File: src/rtl/reg_file_if.sv
// rtl/reg_file_if.sv - Decode/writeback bus bundle for the architectural register file
//
// Purpose: groups the operand-read, issue, writeback and hazard signals that
// connect the core pipeline to reg_file.
// Modports:
//   master - pipeline side: drives addresses, uses, issue and writeback;
//            observes read data, stall and the pending vector.
//   slave  - reg_file side: the reverse directions.
interface reg_file_if #(
    parameter int XLEN = 32,
    parameter int NREG = 32
);
    localparam int AW = $clog2(NREG);

    logic [AW-1:0]   a1;
    logic [AW-1:0]   a2;
    logic [XLEN-1:0] rd1;
    logic [XLEN-1:0] rd2;
    logic            use1;
    logic            use2;
    logic            iss_valid;
    logic [AW-1:0]   iss_rd;
    logic            we3;
    logic [AW-1:0]   a3;
    logic [XLEN-1:0] wd3;
    logic            stall;
    logic [NREG-1:0] pending;

    modport master (
        output a1, a2, use1, use2, iss_valid, iss_rd, we3, a3, wd3,
        input  rd1, rd2, stall, pending
    );

    modport slave (
        input  a1, a2, use1, use2, iss_valid, iss_rd, we3, a3, wd3,
        output rd1, rd2, stall, pending
    );
endinterface

File: src/rtl/reg_file.sv
// rtl/reg_file.sv - Integer register file with write-through bypass and RAW scoreboard
//
// Purpose: NREG x XLEN architectural registers (x0 hardwired to zero), two
// combinational read ports that forward same-cycle writeback data, and a
// per-register pending-write scoreboard that raises stall on a RAW hazard.
// Ports:
//   clk  - rising-edge clock
//   rst  - asynchronous active-high reset; clears registers and scoreboard
//   bus  - reg_file_if.slave: a1/a2/rd1/rd2 reads, use1/use2 operand use,
//          iss_valid/iss_rd issue, we3/a3/wd3 writeback, stall, pending
module reg_file #(
    parameter int XLEN = 32,
    parameter int NREG = 32
) (
    input  logic        clk,
    input  logic        rst,
    reg_file_if.slave   bus
);
    localparam int AW = $clog2(NREG);

    logic [XLEN-1:0] regs_q [NREG];
    logic [NREG-1:0] pending_q;
    logic [NREG-1:0] pending_d;

    logic            wr_en;
    logic            hit1;
    logic            hit2;

    // Writes to x0 are dropped so x0 never holds anything but zero.
    assign wr_en = bus.we3 && (bus.a3 != '0);

    // A writeback to the addressed register this cycle supplies the operand.
    assign hit1 = bus.we3 && (bus.a3 == bus.a1);
    assign hit2 = bus.we3 && (bus.a3 == bus.a2);

    always_ff @(posedge clk or posedge rst) begin
        if (rst) begin
            for (int i = 0; i < NREG; i++) begin
                regs_q[i] <= '0;
            end
            pending_q <= '0;
        end else begin
            if (wr_en) begin
                regs_q[bus.a3] <= bus.wd3;
            end
            pending_q <= pending_d;
        end
    end

    // Clear first, then set: a new producer issuing to the same register as
    // the retiring writeback must leave the bit set.
    always_comb begin
        pending_d = pending_q;
        if (bus.we3) begin
            pending_d[bus.a3] = 1'b0;
        end
        if (bus.iss_valid) begin
            pending_d[bus.iss_rd] = 1'b1;
        end
        pending_d[0] = 1'b0;
    end

    always_comb begin
        bus.rd1 = regs_q[bus.a1];
        if (bus.a1 == '0) begin
            bus.rd1 = '0;
        end else if (hit1) begin
            bus.rd1 = bus.wd3;
        end
    end

    always_comb begin
        bus.rd2 = regs_q[bus.a2];
        if (bus.a2 == '0) begin
            bus.rd2 = '0;
        end else if (hit2) begin
            bus.rd2 = bus.wd3;
        end
    end

    assign bus.stall   = (bus.use1 && pending_q[bus.a1] && !hit1) ||
                         (bus.use2 && pending_q[bus.a2] && !hit2);
    assign bus.pending = pending_q;

    logic unused_aw;
    assign unused_aw = (AW == 0);
endmodule

File: src/flat_wrapper.sv
// flat-port wrapper written by rule: the top's interface ports become plain ports
module reg_file_flat 
#(
    parameter int XLEN = 32,
    parameter int NREG = 32
)
  (clk, rst, bus_a1, bus_a2, bus_use1, bus_use2, bus_iss_valid, bus_iss_rd, bus_we3, bus_a3, bus_wd3, bus_rd1, bus_rd2, bus_stall, bus_pending);
  reg_file_if #(.XLEN(XLEN), .NREG(NREG)) bus_i ();
  input  logic clk;
  input  logic rst;
  input wire logic [$bits(bus_i.a1)-1:0] bus_a1;
  input wire logic [$bits(bus_i.a2)-1:0] bus_a2;
  input wire logic [$bits(bus_i.use1)-1:0] bus_use1;
  input wire logic [$bits(bus_i.use2)-1:0] bus_use2;
  input wire logic [$bits(bus_i.iss_valid)-1:0] bus_iss_valid;
  input wire logic [$bits(bus_i.iss_rd)-1:0] bus_iss_rd;
  input wire logic [$bits(bus_i.we3)-1:0] bus_we3;
  input wire logic [$bits(bus_i.a3)-1:0] bus_a3;
  input wire logic [$bits(bus_i.wd3)-1:0] bus_wd3;
  output wire logic [$bits(bus_i.rd1)-1:0] bus_rd1;
  output wire logic [$bits(bus_i.rd2)-1:0] bus_rd2;
  output wire logic [$bits(bus_i.stall)-1:0] bus_stall;
  output wire logic [$bits(bus_i.pending)-1:0] bus_pending;
  assign bus_i.a1 = bus_a1;
  assign bus_i.a2 = bus_a2;
  assign bus_i.use1 = bus_use1;
  assign bus_i.use2 = bus_use2;
  assign bus_i.iss_valid = bus_iss_valid;
  assign bus_i.iss_rd = bus_iss_rd;
  assign bus_i.we3 = bus_we3;
  assign bus_i.a3 = bus_a3;
  assign bus_i.wd3 = bus_wd3;
  assign bus_rd1 = bus_i.rd1;
  assign bus_rd2 = bus_i.rd2;
  assign bus_stall = bus_i.stall;
  assign bus_pending = bus_i.pending;
  reg_file #(.XLEN(XLEN), .NREG(NREG)) u_core (.clk(clk), .rst(rst), .bus(bus_i));
endmodule
File: config.mk
export PLATFORM = sky130hd
export DESIGN_NAME = reg_file_flat
export DESIGN_NICKNAME = d
export VERILOG_FILES = /design/src/rtl/reg_file_if.sv /design/src/rtl/reg_file.sv /design/src/flat_wrapper.sv
export SDC_FILE = /design/constraint.sdc
export NUM_CORES = 2
export LEC_CHECK = 0
export ABC_AREA = 0
export CORE_MARGIN = 4
export CORE_UTILIZATION = 57
export CTS_BUF_LIST = sky130_fd_sc_hd__clkbuf_8 sky130_fd_sc_hd__clkbuf_16
export CTS_CLUSTER_SIZE = 14
export DETAILED_ROUTE_END_ITERATION = 8
export PLACE_DENSITY_LB_ADDON = 0.1
export SETUP_SLACK_MARGIN = 0.3
export SYNTH_ARGS = -nofsm -noshare
export SYNTH_HDL_FRONTEND = slang
export SYNTH_SLANG_ARGS = --single-unit
File: constraint.sdc
create_clock -name clk -period 39.5 [get_ports clk]
set_input_delay 7.9 -clock clk [delete_from_list [all_inputs] [get_ports clk]]
set_output_delay 7.9 -clock clk [all_outputs]
set_load 0.005 [all_outputs]
==> results.json <==
{
  "final_antenna_net_count": 0,
  "post-layout-total-power_mw": 3.26,
  "detail_route.wl_per_cell_um": 38.7,
  "grt_peak_use_layer": "met2",
  "timing.fmax_mhz": 47.9,
  "via_per_inst": 7.58,
  "crit_family": "buffers and inverters",
  "netlist_instances": 3974,
  "critical_path.reg2reg.endpoint": "u_core.bus.pending[9]$_DFF_PP0_",
  "area_growth_syn_to_layout_pct": 10.1,
  "num_rows": 115,
  "timing.critical_path.to": "bus_rd1[0]",
  "via_count": 40200,
  "place_hpwl_um": 122000,
  "p_leak_nw": 27.3,
  "run_status": "finished clean",
  "fin_setup_tns_ns": 0,
  "cell_with_the_most_instances_after_synthesis": "dfrtp_1",
  "regToRegStartpoint": "u_core.bus.pending[9]$_DFF_PP0_",
  "setup_violations_final": 0,
  "layout-drive-gt1-share_pct": 44.5,
  "timing.reg2reg.worst_path_depth": 1,
  "final_min_period_over_clock_period_pct": 52.8,
  "worst_ep_arrival_time_ns": 12.97,
  "synthDominantCellAreaShare_pct": 46.2,
  "post_cts_resize_count": 0,
  "gr-usage-met2_pct": 57.0,
  "holdPathStages": 0,
  "max_cap_viol_count": 0,
  "cp_cell_sequence": "buf_8 -> buf_4 -> buf_4 -> buf_4 -> mux4_2 -> o22ai_1 -> nor3_1 -> nor3_1 -> nor2_1 -> clkdlybuf4s50_1",
  "rsz0062_at_grt": "no",
  "root_buffer": "clkbuf_16",
  "avgSynthCellArea_um2": 14.4,
  "ir_drop_mv": 0.0381,
  "groute.layer.met3.usage_pct": 11.9,
  "detail_route.drc_violations": 0,
  "cp.required_ns": 31.60,
  "grt_pass1_vias": 41300,
  "min-delay-path-class": "reg -> reg",
  "synthesis.area_um2": 57200,
  "timing.critical_path.from_type": "primary input",
  "timing.critical_path.buf_inv": 5,
  "report.final.hold_viol_count": 0,
  "synth.ff_latch_count": 1055,
  "crit_path_cell_count": 10,
  "setup.worst_path.class": "in -> out",
  "path_max_fanout": 65,
  "clock_tree.htree_level_count": 3,
  "tritoncts": "built",
  "detailedRoute.firstIterationViolations": 5626,
  "placement.io_buffers": 153,
  "synth.lib_cells_used.distinct": 68,
  "power.density_nw_per_um2": 51.8,
  "timing.critical_path.slowest_cell_delay_ns": 0.83,
  "ys_seq_area_share_pct": 46.2,
  "synth.cells.most_frequent": "1055 x dfrtp_1, 996 x mux2_2, 402 x mux4_2",
  "globalRoute.totalOverflow": 0,
  "timing_worst_slew_pin_value_ns": 1.34,
  "yosys_warnings": 0,
  "top_area_cells_in_the_synthesized_netlist": "dfrtp_1 46%, mux2_2 20%, mux4_2 16%",
  "crit_top_cell": "buf_4",
  "final_weighted_congestion_of_routability_driven_global_placement": 0.895,
  "grt_pass1_wl_um": 297000,
  "clock_tree.buffer_depth": 3,
  "maxSlewHeadroom_pct": 8.46,
  "floorplan.die_area_um2": 105000,
  "detailedRoute.firstPassIterationCount": 5,
  "synth.largest_area_cell": "dfrtp_1",
  "report.final.slew_viol_count": 0,
  "die_height_um": 325,
  "synth_nets": 4032,
  "antenna_found_initial": 12,
  "finish.net_count": 3981,
  "wl_um": 205000,
  "post_cts_hold_buffer_count": 0,
  "cts_setup_buffers": 0,
  "skew_ns": 0,
  "clock_buffers_created_by_tritoncts": 114,
  "placeable_core_region_um2": 99000,
  "grt_start_max_net_pins": 114,
  "synth_edf_count": 0,
  "num_io_pins": 155,
  "worstSetupEndpointType": "primary output",
  "r2r_slack_ns": 38.49,
  "slowest_stage": "buf_4",
  "ys_async_sr_fraction_pct": 100,
  "period_minus_slack_ns": 20.87,
  "grt_util_met1_pct": 50.8,
  "cts.sink_count": 1055,
  "initial_utilization_pct": 57.8,
  "floorplan.die.width_um": 325,
  "timing.critical_path.from": "bus_a1[0]",
  "worst_setup_hold_path_clk_slew_ns": 0.06,
  "ys_dominant_reg_cell": "dfrtp_1",
  "clock_insertion_delay_worst_skew_ns": 0.72,
  "gr-usage-all-layers_pct": 38.6
}
[layer usage]
layer	vias up	wire length, um
met2	2823	90700
met3	765	24200
met1	21300	76000
met4	8	14400
met5	-	57
li1	15300	-
[worst min-delay path by stage]
| stage | start | endpoint | slack, ns |
|---|---|---|---|
| global route | u_core.regs_q[996]$_DFFE_PP0P_ | u_core.regs_q[996]$_DFFE_PP0P_ | 0.41 |
| detailed placement | u_core.regs_q[1021]$_DFFE_PP0P_ | u_core.regs_q[1021]$_DFFE_PP0P_ | 0.38 |
| finish | u_core.regs_q[995]$_DFFE_PP0P_ | u_core.regs_q[995]$_DFFE_PP0P_ | 0.40 |
| floorplan | u_core.regs_q[1003]$_DFFE_PP0P_ | u_core.regs_q[1003]$_DFFE_PP0P_ | 0.44 |
| CTS | u_core.regs_q[1021]$_DFFE_PP0P_ | u_core.regs_q[1021]$_DFFE_PP0P_ | 0.40 |
| global placement | u_core.regs_q[992]$_DFFE_PP0P_ | u_core.regs_q[992]$_DFFE_PP0P_ | 0.38 |
[where the power goes]
group	switching [mW]	leakage, nW	total [mW]	internal (mW)
logic	0.296	11.8	0.693	0.397
clock network	0.457	2.01	1.10	0.647
registers	0.172	13.5	1.46	1.29
total	0.925	27.3	3.26	2.33
[area by class of cell]
type                            instances  area, um2
Fill cell                            7130      36000
Multi-Input combinational cell       2466      28500
Sequential cell                      1055      26400
Clock buffer                          145       3290
Timing Repair Buffer                  279       2490
Tap cell                             1287       1610
Clock inverter                         61        569
Inverter                                7       33.8
Antenna cell                            3       7.51
[state kept, by name, indices dropped and copies added, names as in the netlist]
register / flops
u_core.regs_q: 1024
u_core.bus.pending: 31
[layout by cell type (no fill, tap or decap), drive strengths merged, types with 33 or more instances in the layout]
master            n
dfrtp          1055
o21ai            90
clkbuf          147
mux4            418
inv              33
nor2             56
mux2i           246
nor3             72
clkdlybuf4s50   143
o22ai            95
a21oi            72
mux2           1006
nand2            45
buf             134
a221oi           66
[cells by family (layout without fill, tap and decap cells)]
group                     count (synthesis)  count (layout)  share of synthesized area, %
muxes                                  1670            1670                          40.7
DFF                                    1055            1055                          46.2
AOI/OAI and AO/OA                       503             503                          6.14
buffers and inverters                   453             492                          4.28
and+or+nand+nor                         282             282                          2.57
xor gates and xnor gates                 10              10                         0.153
other                                     1               4                       0.00656
[stage by stage]
stage | setup WS (ns) | std cells | cell area [um2] | util [%] | hold WS (ns)
6_report | 18.63 | 5303 | 63000 | 63.6 | 0.395
2_1_floorplan | 1.90 | 3974 | 57200 | - | 0.438
3_3_place_gp | 18.72 | 5094 | 59100 | 59.7 | 0.377
4_1_cts | 18.70 | 5300 | 62900 | 63.6 | 0.397
3_5_place_dp | 18.71 | 5094 | 59100 | 59.7 | 0.384
5_1_grt | 18.38 | 5301 | 62900 | 63.6 | 0.406
No activity file was read; power rests on OpenSTA's default activity.
